<file path="config.mk">
export PLATFORM = sky130hd
export DESIGN_NAME = rom_access_arbiter
export DESIGN_NICKNAME = d
export VERILOG_FILES = /design/src/rtl/rom_arb_pkg.sv /design/src/rtl/rom_access_arbiter_rr.sv /design/src/rtl/rom_access_arbiter.sv
export SDC_FILE = /design/constraint.sdc
export NUM_CORES = 1
export LEC_CHECK = 0
export ABC_AREA = 1
export CAP_MARGIN = 15
export CELL_PAD_IN_SITES_DETAIL_PLACEMENT = 0
export CELL_PAD_IN_SITES_GLOBAL_PLACEMENT = 2
export CORE_ASPECT_RATIO = 0.5
export CORE_MARGIN = 2
export CORE_UTILIZATION = 25
export DETAILED_ROUTE_END_ITERATION = 6
export PLACE_DENSITY = 0.79
export SYNTH_ARGS = -nofsm -noshare
export SYNTH_HDL_FRONTEND = slang
export SYNTH_SLANG_ARGS = --single-unit
</file>
<file path="constraint.sdc">
create_clock -name clk -period 2.1 [get_ports clk]
set_clock_uncertainty 0.1 [all_clocks]
set_input_delay 0.42 -clock clk [delete_from_list [all_inputs] [get_ports clk]]
set_output_delay 0.42 -clock clk [all_outputs]
set_load 0.02 [all_outputs]
</file>
<file path="src/rtl/rom_arb_pkg.sv">
// Shared constants, ROM contents and index helpers for the ROM access arbiter.
package rom_arb_pkg;

   localparam int ROM_DEPTH  = 8;
   localparam int DEF_IDX_W  = 3;
   localparam int DEF_DATA_W = 8;

   // Entry i lives at bits [i*8 +: 8].
   localparam logic [ROM_DEPTH*DEF_DATA_W-1:0] ROM_DATA = {
      8'hDD, 8'hEE, 8'hFF, 8'hAF, 8'hCC, 8'h21, 8'h12, 8'h10
   };

   function automatic logic [ROM_DEPTH-1:0] idx_to_onehot(input logic [DEF_IDX_W-1:0] idx);
      return 8'd1 << idx;
   endfunction

endpackage

</file>
<file path="src/rtl/rom_access_arbiter_rr.sv">
// Combinational round-robin arbiter: scans req starting at ptr and returns the
// one-hot grant plus the pointer value to load when that grant is taken.
module rr_arbiter #(
   parameter int N = 4
) (
   input  logic [N-1:0]         req,
   input  logic [$clog2(N)-1:0] ptr,
   output logic [N-1:0]         gnt,
   output logic [$clog2(N)-1:0] ptr_nxt
);
   localparam int PTR_W = $clog2(N);

   logic found;
   int   cand;

   // Rotating priority scan; the first valid requester from ptr onward wins.
   always_comb begin
      gnt     = {N{1'b0}};
      ptr_nxt = ptr;
      found   = 1'b0;
      cand    = 0;
      for (int k = 0; k < N; k++) begin
         cand = (int'(ptr) + k) % N;
         if (!found && req[cand[PTR_W-1:0]]) begin
            gnt[cand[PTR_W-1:0]] = 1'b1;
            ptr_nxt              = PTR_W'((cand + 1) % N);
            found                = 1'b1;
         end else begin
            found = found;
         end
      end
   end

endmodule

</file>
<file path="src/rtl/rom_access_arbiter.sv">
// Shares one registered-output, one-hot-addressed ROM between NUM_REQ requesters
// with a 3-stage valid/tag pipeline routing each response back to its requester.
module rom_access_arbiter
   import rom_arb_pkg::*;
#(
   parameter int NUM_REQ = 4,
   parameter int IDX_W   = DEF_IDX_W,
   parameter int DATA_W  = DEF_DATA_W
) (
   input  logic                     clk,
   input  logic                     rst,
   input  logic [NUM_REQ-1:0]       req_valid,
   input  logic [NUM_REQ*IDX_W-1:0] req_idx,
   output logic [NUM_REQ-1:0]       req_ready,
   output logic [NUM_REQ-1:0]       rsp_valid,
   output logic [DATA_W-1:0]        rsp_data,
   output logic                     rom_en,
   output logic [ROM_DEPTH-1:0]     rom_address,
   input  logic [DATA_W-1:0]        rom_data_out
);
   localparam int PTR_W = $clog2(NUM_REQ);

   logic [PTR_W-1:0]     ptr_q, ptr_d, ptr_nxt;
   logic [NUM_REQ-1:0]   gnt;
   logic [IDX_W-1:0]     sel_idx;
   logic                 accept;

   // Stage 1 valid is rom_en itself; its tag travels alongside.
   logic                 rom_en_q, rom_en_d;
   logic [ROM_DEPTH-1:0] rom_address_q, rom_address_d;
   logic [NUM_REQ-1:0]   s1_tag_q, s1_tag_d;
   logic                 s2_vld_q, s2_vld_d;
   logic [NUM_REQ-1:0]   s2_tag_q, s2_tag_d;
   logic [NUM_REQ-1:0]   rsp_valid_q, rsp_valid_d;
   logic [DATA_W-1:0]    rsp_data_q, rsp_data_d;

   rr_arbiter #(.N(NUM_REQ)) u_rr_arbiter (
      .req     (req_valid),
      .ptr     (ptr_q),
      .gnt     (gnt),
      .ptr_nxt (ptr_nxt)
   );

   assign req_ready   = rst ? {NUM_REQ{1'b0}} : gnt;
   assign accept      = |req_ready;
   assign rom_en      = rom_en_q;
   assign rom_address = rom_address_q;
   assign rsp_valid   = rsp_valid_q;
   assign rsp_data    = rsp_data_q;

   // Next-state for the pointer and every pipeline stage.
   always_comb begin
      sel_idx = {IDX_W{1'b0}};
      for (int i = 0; i < NUM_REQ; i++) begin
         sel_idx = sel_idx | (req_idx[i*IDX_W +: IDX_W] & {IDX_W{gnt[i]}});
      end
      ptr_d         = accept ? ptr_nxt : ptr_q;
      rom_en_d      = accept;
      rom_address_d = accept ? idx_to_onehot(sel_idx) : 8'h00;
      s1_tag_d      = req_ready;
      s2_vld_d      = rom_en_q;
      s2_tag_d      = s1_tag_q;
      rsp_valid_d   = s2_vld_q ? s2_tag_q : {NUM_REQ{1'b0}};
      rsp_data_d    = s2_vld_q ? rom_data_out : {DATA_W{1'b0}};
   end

   // State registers; reset discards everything in flight.
   always_ff @(posedge clk or posedge rst) begin
      if (rst) begin
         ptr_q         <= {PTR_W{1'b0}};
         rom_en_q      <= 1'b0;
         rom_address_q <= 8'h00;
         s1_tag_q      <= {NUM_REQ{1'b0}};
         s2_vld_q      <= 1'b0;
         s2_tag_q      <= {NUM_REQ{1'b0}};
         rsp_valid_q   <= {NUM_REQ{1'b0}};
         rsp_data_q    <= {DATA_W{1'b0}};
      end else begin
         ptr_q         <= ptr_d;
         rom_en_q      <= rom_en_d;
         rom_address_q <= rom_address_d;
         s1_tag_q      <= s1_tag_d;
         s2_vld_q      <= s2_vld_d;
         s2_tag_q      <= s2_tag_d;
         rsp_valid_q   <= rsp_valid_d;
         rsp_data_q    <= rsp_data_d;
      end
   end

endmodule

</file>
Word-level counts from Yosys, hierarchy flattened --
Cells that the tools add are included.
Storage, ports and cells: flip-flop bits (word level) 32, output and inout bits 25, logic and storage cells 77
Cells by class: add/subtract/negate cells 6, order comparisons 8, shifts and indexed selects 1, muxes and demuxes 31, bitwise operators 10, reductions and logical operators 13
Operators by type and width (number):
- $mux W4 | 6
- $mux W8 | 2
- $and A3 B3 Y3 | 4
- $lt A2 B3 Y1 const B | 4
- $or A4 B4 Y4 | 3
- $mux W1 | 11
- $add A2 B2 Y2 const B | 5
- $or A3 B3 Y3 | 3
- $bmux W1 S2 | 4
- $demux W1 S2 | 4
- $ge A2 B1 Y1 const B | 4
- $mux W2 | 4
- $shl A1 B3 Y8 const A | 1
- $logic_and A1 B1 Y1 | 7
- $reduce_bool A4 Y1 | 1
- $reduce_or A4 Y1 | 1
- $logic_not A1 Y1 | 3
- $add A2 B1 Y2 const B | 1
- $reduce_and A2 Y1 | 1

Logic depth before layout (Yosys ltp) --
depth in word-level cells 18, depth in mapped cells 16, gate-level depth less buffers 15

Cells and area by module --
Synthesis repeated with hierarchy kept, for this count alone.
Second synthesis, totals: cell total of the unflattened synthesis 215, area total of the unflattened synthesis 1739.2 sq um
By module, submodules not included:
- rom_access_arbiter | instances 1, cells an instance 119, area each 1163.6 sq um, seq. area each 800.8 sq um
- rr_arbiter | instances 1, cells an instance 96, area each 575.6 sq um, seq. area each 0.0 sq um

Worst setup path after synthesis --
OpenSTA, ideal clock, no wires.
path kind register to output, from reg ptr_q[0], to out req_ready[2], arrival time 1985 ps, required time 1580 ps, path slack -405 ps, cell stages (with the launch flop) 11, buffers on the path 1, path through dfrtp_1 -> buf_6 -> inv_6 -> ha_1 -> inv_1 -> nand3_1 -> nand2_2 -> nand2_4 -> nor2_8 -> nand3_4 -> a21oi_1
On the way: word-level cells in the longest chain between the ends 13
RTL lines:
- start, declared | line rom_access_arbiter.sv:23 | logic [PTR_W-1:0] ptr_q, ptr_d, ptr_nxt;
- start signal, assigned | line rom_access_arbiter.sv:70 | ptr_q <= {PTR_W{1'b0}};
- start signal, assigned | line rom_access_arbiter.sv:79 | ptr_q <= ptr_d;
- branches (longest 11 deep; another with $lt A2 B3 Y1)
- $mux W4 * | line rom_access_arbiter_rr.sv:24 | if (!found && req[cand[PTR_W-1:0]]) begin
- $mux W4 * | line rom_access_arbiter.sv:44 | assign req_ready = rst ? {NUM_REQ{1'b0}} : gnt;
- end, declared | line rom_access_arbiter.sv:14 | output logic [NUM_REQ-1:0] req_ready,
Mark *: on every way between the ends. The select of a mux whose other input is x is not followed.

Final worst setup path --
from reg ptr_q[0], to out req_ready[1]
Same word-level chain as after synthesis.

==> summary.txt <==
Run status
  – Outcome: finished, violations left
  – Failing checks: setup timing

Detailed routing
  – Final wirelength: 4220 um
  – Drt pass-1 iters: 3
  – DR iter-0 viols: 51
  – Vias per cell: 3.93
  – Avg WL per Cell: 11.0 um
  – # DRC: 0
  – Routed Antenna Nets: 0
  – Routed vias: 1513

Placement
  – Buffers on Ports: 50
  – DP Cell Count: 369
  – Post-DP HPWL: 3330 um
  – Pre-CTS setup slack: -0.824 ns
  – Routability Congestion: 0.763

Global routing
  – Antenna violations before repair: 0
  – First-pass GRT wire length: 7190 um
  – GRT Util Overall: 11.1%
  – Pin count of the biggest net entering global routing: 23
  – Number of global-route vias before repair: 1507
  – GRT overflow: 0

Power and ir drop
  – Worst vdd rail ir drop: 817 uV
  – Power Density: 1770 nW/um^2
  – P_leak: 0.00152 uW
  – Pwr Total: 5520 uW

Layout
  – Commonest non-fill, non-tap cell in the layout: clkdlybuf4s50_1
  – Commonest cells after routing, fill and taps aside: clkdlybuf4s50_1 (42), nand2_1 (34), dfrtp_1 (31)
  – N_diodes: 0
  – Multi-input logic area: 1140 um^2
  – Fillers: 658
  – Register area: 802 um^2
  – Nets: 326
  – Fin cells: 385
  – Synth-to-Final Area Change: 72.5%
  – Layout cells sized above 1: 48.1%
  – Final core utilization: 45.7%

Synthesis
  – Synth cell types: 24
  – Post-synth top area share: 44.2%
  – Largest cells by area after synthesis: dfrtp_1 (44%), nand2_1 (10%), nand2_2 (7.9%), ha_1 (5.5%), inv_1 (5.0%)
  – Total number of yosys warnings: 0
  – Cell taking the most area after synthesis: dfrtp_1
  – Sequential cell area fraction in the yosys report: 44.2%
  – Avg Synthesized Cell Area: 9.01 um^2
  – Mapped Cells: 201
  – Synthesized area: 1810 um^2
  – Syn nets: 235
  – Yosys reg bits: 32

Floorplan
  – Die height: 64.2 um
  – Total Die Area: 7980 um^2
  – Num rows: 21
  – Io pins: 51
  – CORE AREA: 6830 um^2
  – Die Span X: 124 um
  – Initial Util: 26.5%

STA
  – Final number of hold-violating endpoints: 0
  – Tcrit/Tclk final: 115%
  – RSZ-0062 raised after global routing: true
  – Fin worst setup slack: -0.318 ns
  – Worst-margin pin slew: 0.361 ns
  – Slew headroom: 75.9%
  – Minimum clock period: 2.42 ns
  – Fmax: 414 MHz
  – Final number of max-transition violations: 0
  – Hold slack: 0.248 ns
  – Final setup violation count: 15

Flow run
  – Maxcap violations: 0

CTS
  – Insertion delay to the later sink of the worst-skew pair: 0.27 ns
  – CTS sink count: 32
  – CTS Buf Count: 5
  – CTS tree: done
  – H-Tree Depth: 2
  – Clock tree buffer depth: 2
  – Clock slew at reported path FFs: 0.05 ns
  – CTS Root Cell: clkbuf_16

Setup path
  – Crit path required time: 1.58 ns
  – CP max FO: 4
  – CP endpoint kind: output port
  – CP startpoint kind: register
  – Critical path class: reg -> out
  – Arrival @ worst endpoint: 1.90 ns

Hold path
  – Hold Path Class: reg -> reg
per-layer routing:
metal	part of all wire, %	up-vias	GRT usage (%)	wire (um)
met2	49	26	19.2	2070
met5	0	-	0	0
met1	47	691	14.1	1970
met4	0.64	0	2.53	27
li1	-	794	-	-
met3	3.4	2	2.76	145
cell type report:
class                           count  area share (%)
Inverter                           29            3.89
Clock inverter                      1           0.240
Clock buffer                        7            4.57
Tap cell                           92            3.69
Multi-Input combinational cell    138            36.5
Timing Repair Buffer               86            25.4
Sequential cell                    32            25.7
power breakdown:
| group | total, uW | leakage [uW] | switching (uW) | internal, uW |
|---|---|---|---|---|
| logic | 3890 | 0.00102 | 2240 | 1650 |
| clock network | 706 | 0.0000701 | 235 | 471 |
| registers | 923 | 0.000429 | 103 | 820 |
synth_stat cells, drive strengths merged:
cell	number
ha	8
o21ai	5
nor3b	1
nor3	1
dfrtp	32
nor2	23
inv	29
clkbuf	1
nand3	18
nand2	78
a21oi	4
buf	1
metrics by stage:
stage | cell area [um^2] | TNS [ns]
2_1_floorplan | 1920 | -0.306
3_3_place_gp | 2730 | -7.41
3_5_place_dp | 2730 | -7.71
4_1_cts | 2990 | -2.36
5_1_grt | 3120 | -4.60
6_report | 3120 | -3.01
flip-flops by register name (all words and copies together) (netlist names):
name,count
ptr_q,2
rom_address,8
rom_en,1
rsp_data,8
rsp_valid,4
s1_tag_q,4
s2_tag_q,4
s2_vld_q,1
path summary, 6_finish.rpt:
kind | start | end | slack, ns | cells after the start
max reg2reg | ptr_q[0]$_DFFE_PP0P_ | rom_address[7]$_DFF_PP0_ | -0.19 | 15
max in group asynchronous | rst | rsp_data[6]$_DFF_PP0_ | 0.83 | 4
min in group asynchronous | rst | ptr_q[1]$_DFFE_PP0P_ | 0.49 | 3
max | ptr_q[0]$_DFFE_PP0P_ | req_ready[1] | -0.32 | 10
min | s1_tag_q[2]$_DFF_PP0_ | s2_tag_q[2]$_DFF_PP0_ | 0.25 | 0
min reg2reg | s1_tag_q[2]$_DFF_PP0_ | s2_tag_q[2]$_DFF_PP0_ | 0.25 | 0
worst max-delay path, stage by stage (launching register included):
cell	delay, ns
dfrtp_2	0.46
inv_8	0.08
ha_4	0.22
inv_4	0.07
nand3_4	0.06
nand2_4	0.09
nand2_4	0.07
nor2_8	0.18
nand3_4	0.10
a21oi_4	0.15
buf_6	0.13
cells by family (layout without fill, tap and decap cells):
kind of cell	after synthesis	count (layout)	share of synthesized area (%)
simple gates	121	121	40.1
flops	32	32	44.2
buf+inv	31	123	7.26
compound gates	9	9	2.90
fa+ha+maj	8	8	5.53
timing repair:
action                     CTS  global route
resized for setup           50            25
buffers inserted             3             5
gates cloned                 0             0
setup endpoints to repair   15            15
pin swaps                   17            18
hold buffers                 0             0
Power figures use the tool's default switching activity.
